### config.mk
export PLATFORM = sky130hd
export DESIGN_NAME = cont_multimodo_param_flat
export DESIGN_NICKNAME = d
export VERILOG_FILES = /design/src/rtl/cont_multimodo_param_if.sv /design/src/rtl/cont_multimodo_param.sv /design/src/flat_wrapper.sv
export SDC_FILE = /design/constraint.sdc
export NUM_CORES = 1
export LEC_CHECK = 0
export ABC_AREA = 1
export CAP_MARGIN = 20
export CORE_MARGIN = 4
export CORE_UTILIZATION = 44
export CTS_CLUSTER_SIZE = 14
export DETAILED_ROUTE_END_ITERATION = 8
export PLACE_DENSITY = 0.77
export SETUP_SLACK_MARGIN = 0.15
export SLEW_MARGIN = 20
export SYNTH_ARGS = -nofsm -noshare
export SYNTH_HDL_FRONTEND = slang
export SYNTH_SLANG_ARGS = --single-unit
### constraint.sdc
create_clock -name ck -period 1.5 [get_ports ck]
set_input_delay 0.45 -clock ck [delete_from_list [all_inputs] [get_ports ck]]
set_output_delay 0.45 -clock ck [all_outputs]
set_load 0.02 [all_outputs]
### src/rtl/cont_multimodo_param_if.sv
// rtl/cont_multimodo_param_if.sv - control and output bundle for the multi-mode counter
interface cont_multimodo_param_if #(
  parameter int WIDTH = 4
);
  logic             en;
  logic [1:0]       mode;
  logic             dir;
  logic             load;
  logic [WIDTH-1:0] d;
  logic [WIDTH-1:0] q;
  logic             tc;

  modport master (output en, mode, dir, load, d, input q, tc);
  modport slave  (input en, mode, dir, load, d, output q, tc);
endinterface

### src/rtl/cont_multimodo_param.sv
// rtl/cont_multimodo_param.sv - binary/Gray modulo-N, Johnson and ring counter on one state register
module cont_multimodo_param #(
  parameter int WIDTH  = 4,
  parameter int MODULO = 16
) (
  input logic                   ck,
  input logic                   clr,
  cont_multimodo_param_if.slave bus
);
  typedef enum logic [1:0] {
    MODE_BIN  = 2'b00,
    MODE_GRAY = 2'b01,
    MODE_JOHN = 2'b10,
    MODE_RING = 2'b11
  } mode_e;

  // MODULO may equal 2^WIDTH, so range compares are done one bit wider.
  localparam logic [WIDTH:0]   MOD_W  = (WIDTH+1)'(MODULO);
  localparam logic [WIDTH-1:0] MOD_M1 = WIDTH'(MODULO - 1);
  localparam logic [WIDTH-1:0] ONE    = WIDTH'(1);
  localparam logic [WIDTH-1:0] MSB    = ONE << (WIDTH - 1);

  logic [WIDTH-1:0] r_q, r_d;
  logic             in_range;
  mode_e            mode_s;

  assign mode_s   = mode_e'(bus.mode);
  assign in_range = ({1'b0, r_q} < MOD_W);

  always_comb begin
    r_d = r_q;
    if (bus.load) begin
      if (mode_s == MODE_BIN || mode_s == MODE_GRAY)
        r_d = ({1'b0, bus.d} < MOD_W) ? bus.d : '0;
      else
        r_d = bus.d;
    end else if (bus.en) begin
      unique case (mode_s)
        MODE_BIN, MODE_GRAY: begin
          // Out-of-range values left over from another mode recover in one step.
          if (bus.dir)
            r_d = (r_q == MOD_M1 || !in_range) ? '0 : r_q + ONE;
          else
            r_d = (r_q == '0 || !in_range) ? MOD_M1 : r_q - ONE;
        end
        MODE_JOHN: begin
          if (bus.dir) r_d = {r_q[WIDTH-2:0], ~r_q[WIDTH-1]};
          else         r_d = {~r_q[0], r_q[WIDTH-1:1]};
        end
        MODE_RING: begin
          if (r_q == '0)   r_d = bus.dir ? ONE : MSB;
          else if (bus.dir) r_d = {r_q[WIDTH-2:0], r_q[WIDTH-1]};
          else              r_d = {r_q[0], r_q[WIDTH-1:1]};
        end
        default: r_d = r_q;
      endcase
    end
  end

  always_ff @(posedge ck or negedge clr) begin
    if (!clr) r_q <= '0;
    else      r_q <= r_d;
  end

  always_comb begin
    bus.q  = r_q;
    bus.tc = 1'b0;
    unique case (mode_s)
      MODE_BIN:  bus.tc = bus.dir ? (r_q == MOD_M1) : (r_q == '0);
      MODE_GRAY: begin
        bus.q  = r_q ^ (r_q >> 1);
        bus.tc = bus.dir ? (r_q == MOD_M1) : (r_q == '0);
      end
      MODE_JOHN: bus.tc = bus.dir ? (r_q == MSB) : (r_q == ONE);
      MODE_RING: bus.tc = bus.dir ? r_q[WIDTH-1] : r_q[0];
      default:   bus.tc = 1'b0;
    endcase
  end
endmodule

### src/flat_wrapper.sv
// flat-port wrapper written by rule: the top's interface ports become plain ports
module cont_multimodo_param_flat 
#(
  parameter int WIDTH  = 4,
  parameter int MODULO = 16
)
  (ck, clr, bus_en, bus_mode, bus_dir, bus_load, bus_d, bus_q, bus_tc);
  cont_multimodo_param_if #(.WIDTH(WIDTH)) bus_i ();
  input logic ck;
  input logic clr;
  input wire logic [$bits(bus_i.en)-1:0] bus_en;
  input wire logic [$bits(bus_i.mode)-1:0] bus_mode;
  input wire logic [$bits(bus_i.dir)-1:0] bus_dir;
  input wire logic [$bits(bus_i.load)-1:0] bus_load;
  input wire logic [$bits(bus_i.d)-1:0] bus_d;
  output wire logic [$bits(bus_i.q)-1:0] bus_q;
  output wire logic [$bits(bus_i.tc)-1:0] bus_tc;
  assign bus_i.en = bus_en;
  assign bus_i.mode = bus_mode;
  assign bus_i.dir = bus_dir;
  assign bus_i.load = bus_load;
  assign bus_i.d = bus_d;
  assign bus_q = bus_i.q;
  assign bus_tc = bus_i.tc;
  cont_multimodo_param #(.WIDTH(WIDTH), .MODULO(MODULO)) u_core (.ck(ck), .clr(clr), .bus(bus_i));
endmodule
==> run metrics <==
Vias per Instance a little over 6; fmax between 400 and 500 MHz; post-synthesis cell area 683.2 um^2; count of port buffers added during placement 15; number of violations of the max-capacitance limit 0; largest registers ranked by flip-flop count u_core.r_q: 4 flops; yosys synthesis warning count 0; maximum level of the CTS H-tree 1; final weighted congestion in routability-driven placement roughly 0.9; static leakage power 0.6537 nW; clock latency reported for the late side of the worst-skew pair around 0.25 ns; flip-flop and latch count after synthesis 4; nature of the critical path startpoint register; Most flops, register u_core.r_q; growth of design area from synthesis to finish 89.01%; post-route worst setup slack -0.5671 ns; die extent in x between 40 and 50 um; biggest cell delay along the critical path 0.42 ns; Clock Pin Slew Worst Setup and Hold Paths roughly 0.040 ns; global-route wire length before repair 4.091 mm; DRT Pass-1 Iters 5; Hold-fix buffers, CTS 0; number of instances in the placed design roughly 170; worst ir drop on vdd 0.5678 mV; failing checks setup timing; Cell Pwr Density 781.8 mW/mm^2; post-route worst hold slack about 0.40 ns; mean instance size in the synthesized netlist about 5.7 um^2; Fin Clk Skew approximately 0.0043 ns; Cell variety after synth 17; endpoints failing hold 0; Core ar. about 0.0014 mm^2; Via Count 1,122; row cnt 13; cell taking the most area after synthesis sky130_fd_sc_hd__nand2_1; Sink Count 4; outcome complete, but fails checks; initial antenna violation count 0; FILL cells 51; Tcrit/Tclk final 1.378; Largest register FFs 4; Net count, final between 150 and 200; Initial Utilization 0.4941; Setup crit end kind output pin; largest net degree at the start of global routing 9; Overflow after GRT 0; total inserted antenna cells 0; worst slew margin relative to its limit 0.5944; cell with the biggest individual delay on the critical path sky130_fd_sc_hd__dfrtp_1; DRC violation count after routing 0; Reg2Reg Setup Slack -0.41 ns; largest cells by area after synthesis sky130_fd_sc_hd__nand2_1 25%, sky130_fd_sc_hd__ha_1 18%, sky130_fd_sc_hd__dfrtp_1 15%, sky130_fd_sc_hd__nor2_1 11%, sky130_fd_sc_hd__a21oi_1 6.6%; clock root cell sky130_fd_sc_hd__clkbuf_4; worst path arrival time about 1.6 ns; sequential share of the synthesized area 0.1465; Die Outline Area around 0.0022 mm^2; area share of the leading cell type in the synthesized netlist 0.2527; unrepaired setup endpoints after global routing yes; worst hold path class in2async; worst reg2reg path endpoint u_core.r_q[0]$_DFFE_PN0P_; Vert. Die Dim roughly 47 um; Post-Synthesis Cells 120; pre-CTS setup slack -0.9836 ns; Crit path buffers/inverters 3; clock buffers created by TritonCTS 3; count of cells along the worst register-to-register path 15; Routed Antenna Nets 0; Period minus WS final about 2.1 ns; non-filler instance count after layout 185; type of the worst setup path reg2out; combined global-route utilization of all metal layers 0.2621; final number of setup-violating endpoints 8; CP Max Fanout 3; per-cell routed wire length 18.60 um; ordered list of cells on the worst path buf_12 -> clkinv_8 -> ha_4 -> nand2_4 -> nor2_4 -> o21ai_1 -> o211ai_1 -> buf_4; final wirelength 3.441 mm; number of global-route vias before repair a little under 900; Worst R2R Start u_core.r_q[0]$_DFFE_PN0P_; number of DRC markers in iteration 0 ~110; HPWL Detailed between 1.5 and 2 mm; layout cell share with drive strength beyond 1 0.4059; count of final max-slew check failures 0; transition time at the pin with the least slew margin 0.6061 ns; number of buffers on the longest clock path 2; cell family contributing the most delay on the critical path flip-flops; Synth Net Count around 140; required time worst endpoint ~1.1 ns; post-route setup TNS -2.853 ns; I/O pin count 16; TritonCTS clock tree done
routing by layer:
metal / routed length (um) / GRT usage / up-vias
met3: 325 / 0.03448 / 37
met5: 0 / 0 / -
met1: 1338 / 0.3326 / 495
met4: 268 / 0.1271 / 0
li1: - / - / 488
met2: 1508 / 0.4305 / 102
power breakdown:
| part | internal, mW | total, mW | switching (mW) |
|---|---|---|---|
| clock | 0.0903 | 0.146 | 0.0562 |
| sequential | 0.125 | 0.153 | 0.0277 |
| combinational | 0.346 | 0.710 | 0.365 |
| total | 0.561 | 1.01 | 0.448 |
stage by stage:
step           total power [mW]  utilization  instance area (um^2)
6_report                  1.010       0.9339                  1291
5_1_grt                   1.066       0.9339                  1291
4_1_cts                  0.8874       0.8624                  1192
3_5_place_dp             0.6860       0.7919                  1095
3_3_place_gp             0.6788       0.7919                  1095
2_1_floorplan            0.4363            -                 740.7
worst max-delay path by stage:
stage / slack, ns / start / end / cells after the start
3_3_place_gp: -0.99 / bus_dir / bus_tc / 6
4_1_cts: -0.45 / u_core.r_q[0]$_DFFE_PN0P_ / bus_tc / 8
6_report: -0.57 / u_core.r_q[0]$_DFFE_PN0P_ / bus_tc / 8
5_1_grt: -0.63 / u_core.r_q[1]$_DFFE_PN0P_ / bus_tc / 7
3_5_place_dp: -0.98 / bus_mode[1] / bus_q[1] / 6
2_1_floorplan: -0.17 / u_core.r_q[2]$_DFFE_PN0P_ / bus_tc / 6
cell usage after synthesis:
| library cell | count |
|---|---|
| sky130_fd_sc_hd__o21ai_1 | 1 |
| sky130_fd_sc_hd__nand4_1 | 2 |
| sky130_fd_sc_hd__buf_4 | 1 |
| sky130_fd_sc_hd__o21ai_0 | 6 |
| sky130_fd_sc_hd__inv_1 | 9 |
| sky130_fd_sc_hd__ha_1 | 10 |
| sky130_fd_sc_hd__dfrtp_1 | 4 |
| sky130_fd_sc_hd__or2_2 | 1 |
| sky130_fd_sc_hd__nor2_1 | 20 |
| sky130_fd_sc_hd__buf_2 | 1 |
| sky130_fd_sc_hd__nand2_1 | 46 |
| sky130_fd_sc_hd__o211ai_1 | 2 |
| sky130_fd_sc_hd__nand3_1 | 5 |
| sky130_fd_sc_hd__buf_6 | 1 |
| sky130_fd_sc_hd__nor2_2 | 1 |
| sky130_fd_sc_hd__a21oi_1 | 9 |
| sky130_fd_sc_hd__nand3b_1 | 1 |
repair_timing:
item / in CTS / in global routing
endpoints found under the hold margin: 0 / 0
resized for setup: 48 / 18
endpoints found under the setup margin: 9 / 9
pin swaps: 10 / 9
buffers inserted: 4 / 4
cell families (layout without fill, tap and decap cells):
kind of cell,Yosys count,in the layout,synth area share
adder cells (fa/ha/maj),10,10,0.1832
AO/OA/AOI/OAI,18,18,0.1392
buffers and inverters,12,62,0.08424
AND/OR/NAND/NOR,76,76,0.4469
flip-flops,4,4,0.1465
final cells by class:
class	count	area (um^2)	share of cell area
Clock buffer	3	22.52	0.01744
Inverter	9	46.29	0.03585
Multi-Input combinational cell	104	640.6	0.4961
Sequential cell	4	101.3	0.07849
Tap cell	15	18.77	0.01453
Timing Repair Buffer	50	461.7	0.3576
cell usage in the layout, fill, tap and decap left out:
cell type,synthesis,routed
sky130_fd_sc_hd__nor2_2,1,4
sky130_fd_sc_hd__buf_6,1,14
sky130_fd_sc_hd__o21ai_0,6,3
sky130_fd_sc_hd__inv_2,0,6
sky130_fd_sc_hd__a21oi_1,9,5
sky130_fd_sc_hd__nand2_4,0,2
sky130_fd_sc_hd__nand3b_1,1,1
sky130_fd_sc_hd__nand3_1,5,5
sky130_fd_sc_hd__dfrtp_1,4,3
sky130_fd_sc_hd__o211ai_1,2,2
sky130_fd_sc_hd__ha_4,0,3
sky130_fd_sc_hd__ha_2,0,1
sky130_fd_sc_hd__buf_12,0,1
sky130_fd_sc_hd__or2_2,1,1
sky130_fd_sc_hd__clkinv_8,0,1
sky130_fd_sc_hd__buf_4,1,25
sky130_fd_sc_hd__dlygate4sd2_1,0,3
sky130_fd_sc_hd__nand4_1,2,2
sky130_fd_sc_hd__a21oi_4,0,2
sky130_fd_sc_hd__dfrtp_2,0,1
sky130_fd_sc_hd__ha_1,10,6
sky130_fd_sc_hd__nor2_4,0,3
sky130_fd_sc_hd__inv_1,9,2
sky130_fd_sc_hd__clkbuf_4,0,3
sky130_fd_sc_hd__clkdlybuf4s50_1,0,7
sky130_fd_sc_hd__nor2_1,20,14
sky130_fd_sc_hd__o21ai_1,1,4
sky130_fd_sc_hd__nand2_1,46,44
sky130_fd_sc_hd__a21oi_2,0,2
No activity file was read; power rests on OpenSTA's default activity.
